===== config.mk =====
export PLATFORM = sky130hd
export DESIGN_NAME = ram_fifo_ctrl
export DESIGN_NICKNAME = d
export VERILOG_FILES = /design/src/rtl/ram_fifo_ctrl.sv
export SDC_FILE = /design/constraint.sdc
export NUM_CORES = 1
export LEC_CHECK = 0
export ABC_AREA = 1
export BUFFER_PORTS_ARGS = -buffer_cell sky130_fd_sc_hd__buf_2
export CAP_MARGIN = 20
export CORE_ASPECT_RATIO = 1.25
export CORE_MARGIN = 4
export CORE_UTILIZATION = 48
export CTS_BUF_LIST = sky130_fd_sc_hd__clkbuf_2 sky130_fd_sc_hd__clkbuf_4 sky130_fd_sc_hd__clkbuf_8
export DETAILED_ROUTE_END_ITERATION = 7
export MAX_ROUTING_LAYER = met4
export PLACE_DENSITY_LB_ADDON = 0.08
export SYNTH_ARGS = -nofsm -noshare
export SYNTH_HDL_FRONTEND = slang
export SYNTH_SLANG_ARGS = --single-unit

===== constraint.sdc =====
create_clock -name clk -period 2.7 [get_ports clk]
set_input_delay 0.405 -clock clk [delete_from_list [all_inputs] [get_ports clk]]
set_output_delay 0.405 -clock clk [all_outputs]
set_load 0.01 [all_outputs]

===== src/rtl/ram_fifo_ctrl.sv =====
// ram_fifo_ctrl: valid/ready FIFO over a single-port 1-cycle-latency synchronous RAM with a registered head word.
module ram_fifo_ctrl #(
  parameter int DATA_WIDTH = 32,
  parameter int ADDR_WIDTH = 7
) (
  input  logic                  clk,
  input  logic                  rst,
  input  logic                  wr_valid,
  output logic                  wr_ready,
  input  logic [DATA_WIDTH-1:0] wr_data,
  output logic                  rd_valid,
  input  logic                  rd_ready,
  output logic [DATA_WIDTH-1:0] rd_data,
  output logic [ADDR_WIDTH:0]   count,
  output logic                  full,
  output logic                  empty,
  output logic                  ram_we,
  output logic [ADDR_WIDTH-1:0] ram_address,
  output logic [DATA_WIDTH-1:0] ram_d,
  input  logic [DATA_WIDTH-1:0] ram_q
);
  localparam int CW = ADDR_WIDTH + 1;
  localparam logic [CW-1:0] DEPTH = CW'(2 ** ADDR_WIDTH);
  logic [ADDR_WIDTH-1:0] wr_ptr_q, wr_ptr_d, rd_ptr_q, rd_ptr_d;
  logic [CW-1:0]         ram_count_q, ram_count_d;
  logic                  fetch_pending_q, fetch_pending_d;
  logic                  rd_valid_q, rd_valid_d;
  logic [DATA_WIDTH-1:0] rd_data_q, rd_data_d;
  logic                  fetch, push;
  // Fetch wins the RAM port; ram_q is only sampled the cycle after a fetch, so post-write high-Z is never seen.
  always_comb begin
    full            = ram_count_q == DEPTH;
    fetch           = ram_count_q != '0 && !fetch_pending_q && (!rd_valid_q || rd_ready);
    wr_ready        = !rst && !full && !fetch;
    push            = wr_valid && wr_ready;
    ram_we          = push;
    ram_address     = push ? wr_ptr_q : rd_ptr_q;
    ram_d           = push ? wr_data : '0;
    wr_ptr_d        = push ? wr_ptr_q + ADDR_WIDTH'(1) : wr_ptr_q;
    rd_ptr_d        = fetch ? rd_ptr_q + ADDR_WIDTH'(1) : rd_ptr_q;
    ram_count_d     = push ? ram_count_q + CW'(1) : fetch ? ram_count_q - CW'(1) : ram_count_q;
    fetch_pending_d = fetch;
    rd_valid_d      = fetch_pending_q || (rd_valid_q && !rd_ready);
    rd_data_d       = fetch_pending_q ? ram_q : rd_data_q;
    count           = ram_count_q + CW'(fetch_pending_q) + CW'(rd_valid_q);
    empty           = count == '0;
    rd_valid        = rd_valid_q;
    rd_data         = rd_data_q;
  end
  always_ff @(posedge clk or posedge rst) begin
    if (rst) begin
      wr_ptr_q        <= '0;
      rd_ptr_q        <= '0;
      ram_count_q     <= '0;
      fetch_pending_q <= 1'b0;
      rd_valid_q      <= 1'b0;
      rd_data_q       <= '0;
    end else begin
      wr_ptr_q        <= wr_ptr_d;
      rd_ptr_q        <= rd_ptr_d;
      ram_count_q     <= ram_count_d;
      fetch_pending_q <= fetch_pending_d;
      rd_valid_q      <= rd_valid_d;
      rd_data_q       <= rd_data_d;
    end
  end
endmodule


==> summary.txt, run 1 <==
Setup path
  – Setup Crit Path Kind: flip-flop to primary output
  – Critical Path RT: 2.30 ns
  – WP data arrival: 2.15 ns
  – Critical path peak fanout: 4
  – Crit. End Element: primary output
  – Crit path launch type: flip-flop

Timing
  – Hold Vio Cnt, Final: 0
  – Max Slew Vio Count: 0
  – Worst slew pin tran: 0.703 ns
  – Clk_skew: 0.00794 ns
  – Setup TNS: 0 ns
  – Unrepaired setup endpoints after global routing: false
  – Rel. slew slack: 53.1%
  – Fmax achieved: 391 MHz
  – Final min period: 2.56 ns
  – Endpoints failing setup: 0
  – Final cycle utilization of the critical path: 94.7%

Worst hold path
  – Hold WC Path Type: primary input to flip-flop

Place
  – RD Place Congestion: 0.915
  – HPWL Detailed: 5860 um
  – Number of port buffers: 151
  – Placed cells: 653
  – Placed cell area: 0.00397 mm2

Final layout
  – Nets: 655
  – Final Cell Area: 0.00410 mm2
  – # fillers: 567
  – Multi-input gate area: 0.00141 mm2
  – Share of layout cells above drive strength 1: 32.2%
  – Area Growth Syn to Fin: 31.2%
  – Final core utilization: 65.6%
  – Final Non-Filler Cells: 662
  – Reg area: 0.00140 mm2
  – Ant. Diodes: 0

Synthesis
  – Cell variety after synth: 27
  – Synth Cell Area: 0.00312 mm2
  – Cells after synthesis: 422
  – Syn Nets: 501
  – Commonest cells post-synth: 158 x nand2_1, 66 x inv_1, 56 x dfrtp_1
  – Sequential fraction of the synthesis area: 44.9%
  – Number of synthesized flops with an enable pin: 0
  – Synthesized area per cell: 7.40 um2
  – Synth top area share: 44.9%
  – Synth warn: 0
  – Synth area leaders: dfrtp_1 45%, nand2_1 19%, inv_1 7.9%, nor2_1 5.5%, xor2_1 3.6%
  – Ys flop type: dfrtp_1
  – Synth Register Bits: 56
  – Most common cell in the netlist: nand2_1
  – Cell accounting for the most synthesized area: dfrtp_1
  – Synth async-reset ratio: 100%

Power
  – Clock network fraction of total power: 10.8%
  – PD cells: 1130 mW/mm2
  – Switch Pwr: 2.15 mW
  – Internal power: 2.48 mW
  – Largest vdd supply drop: 0.000561 V
  – Logic pwr share: 56.1%
  – P_leak: 2.54 nW
  – Part of the power in registers: 33.1%
  – Sw Ratio: 46.5%

CTS
  – Clock sink count: 56
  – H-tree depth: 2
  – Clock Latency Late Sink: 0.31 ns
  – Clk buf depth: 2
  – Hold buffers post-CTS: 0
  – CTS tree: built
  – Root buffer cell: clkbuf_8
  – Worst-path clk slew: 0.11 ns
  – CTS Buf Count: 5

GRT
  – Vias in the first global route: 2795
  – Initial antenna violation count: 0
  – Total gr overflow: 0
  – Total GRT Usage: 19.7%
  – Largest net degree at the start of global routing: 57
  – First-pass GRT wire length: 12200 um

Routing
  – Initial DRC count: 155
  – DRT Pass-1 Iters: 4
  – Routed WL: 7570 um
  – Antenna-violating nets left: 0
  – DR WL/cell: 11.4 um
  – Vias per inst: 4.56
  – DRC viols: 0
  – Via count: 3019

Floorplan
  – Rows: 32
  – Die height: 98.2 um
  – Die area: 0.00787 mm2
  – Starting Density: 50.0%
  – Placeable Area: 0.00625 mm2
  – # IOs: 152
  – Die X-Extent: 80.1 um

Status
  – Outcome: completed

Run
  – MaxCap Viol Count: 0
==> area by class of cell <==
class                   count  area share [%]
repair buffers            161            20.3
well taps                  85            2.60
multi-input cells         286            34.4
clock inverters             2           0.428
flip-flops and latches     56            34.2
inverters                  66            6.05
clock buffers               6            2.02
==> cells in the final DEF, fill, tap and decap left out, drive strengths merged <==
cell | synthesis | final
buf | 8 | 161
nand2 | 160 | 160
inv | 66 | 68
dfrtp | 56 | 56
nor2 | 51 | 51
o21ai | 16 | 16
xor2 | 13 | 13
nand3 | 12 | 12
ha | 9 | 9
nand4 | 8 | 8
clkbuf | 6 | 6
a21oi | 5 | 5
xnor2 | 5 | 5
nor3 | 2 | 2
fa | 2 | 2
a21o | 1 | 1
a21boi | 1 | 1
or2 | 1 | 1
==> cell families after synthesis <==
kind of cell	count (synthesis)	share of synthesized area, %
compound gates	23	4.21
xor+xnor	18	5.05
fa+ha+maj	11	4.89
buf+inv	80	10.5
flops	56	44.9
simple gates	234	30.5
==> layer usage <==
metal  global-route usage, %  vias up  part of all wire, %
li1                        -     1570                    -
met1                    24.2     1303                   42
met2                    32.5      130                   47
met3                    3.60       16                  9.0
met4                    6.76        0                  2.1
met5                       -        -                    0
==> power groups by stage <==
stage                     sequential (mW)  clock (mW)  combinational, mW
after floorplan                      1.63           0               1.58
after global placement               1.53           0               2.52
after detailed placement             1.53           0               2.58
after CTS                            1.53       0.515               2.58
after global routing                 1.60       0.548               2.94
final                                1.53       0.499               2.60
==> critical path, cell delays in order (launching register included) <==
cell and delay [ns]:
dfrtp_1 0.42, inv_2 0.07, fa_2 0.35, inv_2 0.06
ha_2 0.18, nand3_2 0.09, nor2_1 0.15, xor2_1 0.19
nand3_1 0.10, nor2_1 0.08, buf_2 0.13
==> stage by stage <==
| step | total power, mW | setup slack, ns | hold WS (ns) |
|---|---|---|---|
| 6_report | 4.63 | 0.143 | 0.284 |
| 5_1_grt | 5.08 | 0.00594 | 0.280 |
| 4_1_cts | 4.63 | 0.0325 | 0.277 |
| 3_5_place_dp | 4.11 | 0.326 | 0.455 |
| 3_3_place_gp | 4.05 | 0.427 | 0.449 |
| 2_1_floorplan | 3.21 | 0.185 | 0.446 |
==> path summary, 6_finish.rpt <==
check,startpoint,end,slack (ns),cells past startpoint
setup / recovery,ram_count_q[0],empty,0.14,10
hold / removal,ram_q[4],rd_data[4],0.28,3
setup reg to reg,ram_count_q[2],ram_count_q[7],0.31,12
hold reg to reg,rd_data[22],rd_data[22],0.48,2
max in group asynchronous,rst,rd_ptr_q[4],1.93,3
min in group asynchronous,rst,ram_count_q[5],0.29,3
==> what timing repair did <==
| action | CTS | global route |
|---|---|---|
| setup buffers | 0 | 1 |
| endpoints found under the setup margin | 0 | 1 |
| gates resized for setup | 0 | 6 |
==> state kept, by name (all words and copies together) (netlist names) <==
register,flops
fetch_pending_q,1
rd_data,32
wr_ptr_q,7
rd_valid,1
rd_ptr_q,7
ram_count_q,8
Note: power is estimated with default switching activity, not from simulation.
==> run 2: changes to the inputs <==
--- a/config.mk
+++ b/config.mk
@@ -7,11 +7,11 @@
 export LEC_CHECK = 0
 export ABC_AREA = 1
 export BUFFER_PORTS_ARGS = -buffer_cell sky130_fd_sc_hd__buf_2
-export CAP_MARGIN = 20
+export CAP_MARGIN = 10
 export CORE_ASPECT_RATIO = 1.25
-export CORE_MARGIN = 4
+export CORE_MARGIN = 1
 export CORE_UTILIZATION = 48
-export CTS_BUF_LIST = sky130_fd_sc_hd__clkbuf_2 sky130_fd_sc_hd__clkbuf_4 sky130_fd_sc_hd__clkbuf_8
+export CTS_BUF_LIST = sky130_fd_sc_hd__clkbuf_4 sky130_fd_sc_hd__clkbuf_8
 export DETAILED_ROUTE_END_ITERATION = 7
 export MAX_ROUTING_LAYER = met4
 export PLACE_DENSITY_LB_ADDON = 0.08
==> summary.txt, run 2 (synthesized netlist as in run 1, its figures left out) <==
Final layout
  – Commonest non-fill, non-tap cells in the layout: 158 x nand2_1, 151 x buf_2, 64 x inv_1, 56 x dfrtp_1, 44 x nor2_1
  – Area Growth Syn to Fin: 30.7%
  – Final core utilization: 65.4%
  – Max reg flops: 32
  – Final Non-Filler Cells: 658
  – Nets: 651
  – Ant. Diodes: 0
  – Share of layout cells above drive strength 1: 31.8%
  – Most common cell after layout, fill and taps aside: nand2_1

CTS
  – Root buffer cell: clkbuf_8
  – Clock Latency Late Sink: 0.31 ns
  – Clk buf depth: 2
  – Clock sink count: 56
  – H-tree depth: 2
  – Worst-path clk slew: 0.10 ns
  – CTS tree: built
  – Hold buffers post-CTS: 0
  – CTS Buf Count: 5

Timing
  – Final cycle utilization of the critical path: 96.3%
  – Unrepaired setup endpoints after global routing: true
  – Hold Slack: 0.189 ns
  – Hold Vio Cnt, Final: 0
  – Final min period: 2.60 ns
  – Max Slew Vio Count: 0
  – Worst slew pin tran: 0.663 ns
  – Clk_skew: 0.00737 ns
  – Fmax achieved: 384 MHz
  – Endpoints failing setup: 0
  – Rel. slew slack: 55.7%

GRT
  – Total gr overflow: 0
  – Largest net degree at the start of global routing: 51
  – Total GRT Usage: 22.7%
  – Vias in the first global route: 2878
  – First-pass GRT wire length: 11800 um
  – Initial antenna violation count: 0

Routing
  – Antenna-violating nets left: 0
  – Routed WL: 7160 um
  – DRT Pass-1 Iters: 4
  – Via count: 3046
  – DR WL/cell: 10.9 um
  – Initial DRC count: 137
  – DRC viols: 0
  – Vias per inst: 4.63

Place
  – Placed cells: 650
  – RD Place Congestion: 0.946
  – Number of port buffers: 151
  – HPWL Detailed: 5520 um

Floorplan
  – Die area: 0.00683 mm2
  – # IOs: 152
  – Rows: 32
  – Starting Density: 50.0%
  – Die X-Extent: 74.1 um
  – Placeable Area: 0.00625 mm2
  – Die height: 92.2 um

Power
  – Largest vdd supply drop: 0.000624 V
  – P_leak: 2.53 nW
  – PD cells: 1120 mW/mm2

Setup path
  – Crit path launch type: flip-flop
  – WP data arrival: 2.20 ns
  – Critical Path RT: 2.30 ns
  – Critical path peak fanout: 4
  – Setup Crit Path Kind: flip-flop to primary output
  – Crit. End Element: primary output

Status
  – Outcome: completed

Run
  – MaxCap Viol Count: 0

Worst hold path
  – Hold WC Path Type: primary input to asynchronous set/reset pin
run 2: worst max-delay path: stages, from the launching register on:
cell	delay (ns)
dfrtp_1	0.42
inv_2	0.08
fa_1	0.39
inv_1	0.12
ha_4	0.16
nand3_2	0.10
nor2_2	0.13
xor2_1	0.18
nand3_1	0.10
nor2_1	0.09
buf_2	0.13
run 2: per-layer routing:
layer / vias up / routed length, um / track usage, % / share of wire (%)
li1: 1556 / - / - / -
met1: 1363 / 3090 / 27.6 / 43
met2: 122 / 3550 / 38.8 / 50
met3: 5 / 460 / 3.30 / 6.4
met4: 0 / 57 / 5.93 / 0.80
met5: - / 0 / - / 0
run 2: repair_timing:
action,4_1_cts,5_1_grt
buffers inserted,0,0
resized for setup,0,8
setup endpoints to repair,0,7
run 2: where the power goes:
| group | switching (mW) | internal (mW) | total (mW) |
|---|---|---|---|
| Combinational | 1.51 | 0.985 | 2.50 |
| Clock | 0.283 | 0.216 | 0.498 |
| Sequential | 0.320 | 1.25 | 1.57 |
| Total | 2.12 | 2.45 | 4.56 |
run 2: final cells by class:
class	count	area (um2)
tap	85	106
fill	605	2160
clock inverter	2	17.5
clock buffer	6	82.6
timing repair buffer	157	805
sequential	56	1400
inverter	66	248
multi-input combinational	286	1420
run 2: worst paths after layout:
check	start	end	slack [ns]	depth (start not counted)
worst min register to register	rd_data[25]	rd_data[25]	0.48	2
worst min-delay path	rst	ram_count_q[6]	0.19	2
min in group clk	ram_q[24]	rd_data[24]	0.29	3
max in group asynchronous	rst	rd_ptr_q[1]	1.83	3
worst max register to register	ram_count_q[1]	ram_count_q[7]	0.35	12
worst max-delay path	ram_count_q[0]	empty	0.1	10
run 2: through the flow:
| step | TNS, ns | cell area (um2) | setup slack (ns) | power (mW) |
|---|---|---|---|---|
| CTS | 0 | 4050 | 0.0312 | 4.55 |
| detailed placement | 0 | 3950 | 0.388 | 4.04 |
| global placement | 0 | 3950 | 0.435 | 3.99 |
| floorplan | 0 | 3120 | 0.185 | 3.21 |
| finish | 0 | 4080 | 0.0991 | 4.56 |
| global route | -0.0583 | 4080 | -0.0583 | 5.02 |
==> run 3: changes to the inputs <==
--- a/config.mk
+++ b/config.mk
@@ -7,14 +7,13 @@
 export LEC_CHECK = 0
 export ABC_AREA = 1
 export BUFFER_PORTS_ARGS = -buffer_cell sky130_fd_sc_hd__buf_2
-export CAP_MARGIN = 10
 export CORE_ASPECT_RATIO = 1.25
 export CORE_MARGIN = 1
 export CORE_UTILIZATION = 48
 export CTS_BUF_LIST = sky130_fd_sc_hd__clkbuf_4 sky130_fd_sc_hd__clkbuf_8
 export DETAILED_ROUTE_END_ITERATION = 7
 export MAX_ROUTING_LAYER = met4
-export PLACE_DENSITY_LB_ADDON = 0.08
+export PLACE_DENSITY = 0.83
 export SYNTH_ARGS = -nofsm -noshare
 export SYNTH_HDL_FRONTEND = slang
 export SYNTH_SLANG_ARGS = --single-unit
==> summary.txt, run 3 (synthesized netlist as in run 1, its figures left out) <==
Status
  – Outcome: completed

Setup path
  – Setup Crit Path Kind: flip-flop to primary output
  – WP data arrival: 2.18 ns
  – Crit path max-delay family: buffers and inverters
  – Crit. End Element: primary output
  – FF-to-FF Start: ram_count_q[0]
  – CP max stage cell: dfrtp_1
  – Crit path launch type: flip-flop
  – CP bufs+invs: 3
  – Critical-path cell list: buf_4 -> nor2_1 -> nand2_2 -> o21ai_4 -> nand3_4 -> buf_8 -> o21ai_0 -> buf_2
  – R2r worst-path depth: 13
  – Critical path peak fanout: 50
  – Critical Path Max Stage Delay: 0.43 ns
  – Critical Path RT: 2.30 ns
  – R2r endpoint: ram_count_q[5]
  – Reg-to-reg slack, setup: 0.24 ns

Routing
  – Initial DRC count: 124
  – Antenna-violating nets left: 0
  – Via count: 3099
  – Routed WL: 7910 um
  – DRT Pass-1 Iters: 4
  – DRC viols: 0
  – DR WL/cell: 12.0 um
  – Vias per inst: 4.70

Floorplan
  – Starting Density: 50.0%
  – Die height: 92.2 um
  – Die X-Extent: 74.1 um
  – # IOs: 152
  – Rows: 32
  – Placeable Area: 0.00625 mm2
  – Die area: 0.00683 mm2

Timing
  – Endpoints failing setup: 0
  – Unrepaired setup endpoints after global routing: true
  – Worst slew pin tran: 0.398 ns
  – Clk_skew: 0.00522 ns
  – Final min period: 2.58 ns
  – Fmax achieved: 387 MHz
  – Rel. slew slack: 73.4%
  – Final cycle utilization of the critical path: 95.7%
  – Hold Vio Cnt, Final: 0
  – Max Slew Vio Count: 0
  – Hold Slack: 0.0375 ns
  – Setup TNS: 0 ns

Power
  – Largest vdd supply drop: 0.000594 V
  – Switch Pwr: 2.14 mW
  – Part of the power in registers: 32.9%
  – Power, Total: 4.74 mW
  – Logic pwr share: 53.7%
  – P_leak: 2.55 nW
  – PD cells: 1150 mW/mm2
  – Sw Ratio: 45.0%
  – Clock network fraction of total power: 13.4%
  – Internal power: 2.61 mW

GRT
  – Total GRT Usage: 24.7%
  – Total gr overflow: 0
  – First-pass GRT wire length: 12500 um
  – Largest net degree at the start of global routing: 51
  – Initial antenna violation count: 0
  – Vias in the first global route: 2864

Final layout
  – Max reg flops: 32
  – Most common cell after layout, fill and taps aside: nand2_1
  – # fillers: 532
  – Commonest non-fill, non-tap cells in the layout: 158 x nand2_1, 151 x buf_2, 63 x inv_1, 56 x dfrtp_1, 45 x nor2_1
  – Nets: 654
  – Ant. Diodes: 0
  – Share of layout cells above drive strength 1: 31.8%
  – Final Cell Area: 0.00412 mm2
  – Reg area: 0.00140 mm2
  – Multi-input gate area: 0.00140 mm2
  – Area Growth Syn to Fin: 31.9%

CTS
  – CTS tree: built
  – Root buffer cell: clkbuf_8
  – Clk buf depth: 2
  – Clock Latency Late Sink: 0.31 ns
  – Worst-path clk slew: 0.10 ns
  – Clock sink count: 56
  – CTS Buf Count: 5
  – H-tree depth: 2

Place
  – Placed cell area: 0.00395 mm2
  – Number of port buffers: 151
  – RD Place Congestion: 0.894
  – HPWL Detailed: 6080 um

Run
  – MaxCap Viol Count: 0

Worst hold path
  – Hold WC Path Type: primary input to asynchronous set/reset pin
-- run 3: power groups by stage --
stage | sequential (mW) | clock [mW] | combinational, mW
2_1_floorplan | 1.63 | 0 | 1.58
3_3_place_gp | 1.56 | 0 | 2.42
3_5_place_dp | 1.56 | 0 | 2.51
4_1_cts | 1.56 | 0.655 | 2.51
5_1_grt | 1.62 | 0.685 | 2.89
6_report | 1.56 | 0.636 | 2.55
-- run 3: worst max path at each step --
stage | end | start | cells past startpoint | slack (ns)
after detailed placement | ram_count_q[7] | ram_count_q[5] | 12 | 0.39
after floorplan | empty | fetch_pending_q | 11 | 0.19
after global placement | empty | ram_count_q[0] | 10 | 0.41
after CTS | empty | ram_count_q[0] | 10 | 0.02
final | ram_address[5] | ram_count_q[0] | 8 | 0.12
after global routing | empty | ram_count_q[0] | 11 | -0.06
-- run 3: final cells by class --
cell class,count,share of cell area (%)
Timing Repair Buffer,160,20.2
Inverter,66,6.02
Sequential cell,56,34.0
Tap cell,85,2.58
Clock buffer,5,1.67
Clock inverter,2,1.46
Multi-Input combinational cell,286,34.1
-- run 3: timing repair --
item	CTS	global route
hold buffers	0	0
endpoints found under the setup margin	0	10
buffers inserted	0	3
gates resized for setup	0	8
-- run 3: routing by layer --
layer	vias to the layer above	part of all wire, %	global-route usage [%]
li1	1559	-	-
met4	0	2.9	11.4
met2	140	49	42.1
met5	-	0	-
met1	1384	41	27.6
met3	16	6.7	4.07
-- run 3: metrics by stage --
step	setup slack [ns]	std cells	util, %
floorplan	0.185	422	-
global placement	0.411	650	63.3
detailed placement	0.393	650	63.3
CTS	0.0224	657	65.3
global route	-0.0558	660	65.9
finish	0.116	660	65.9
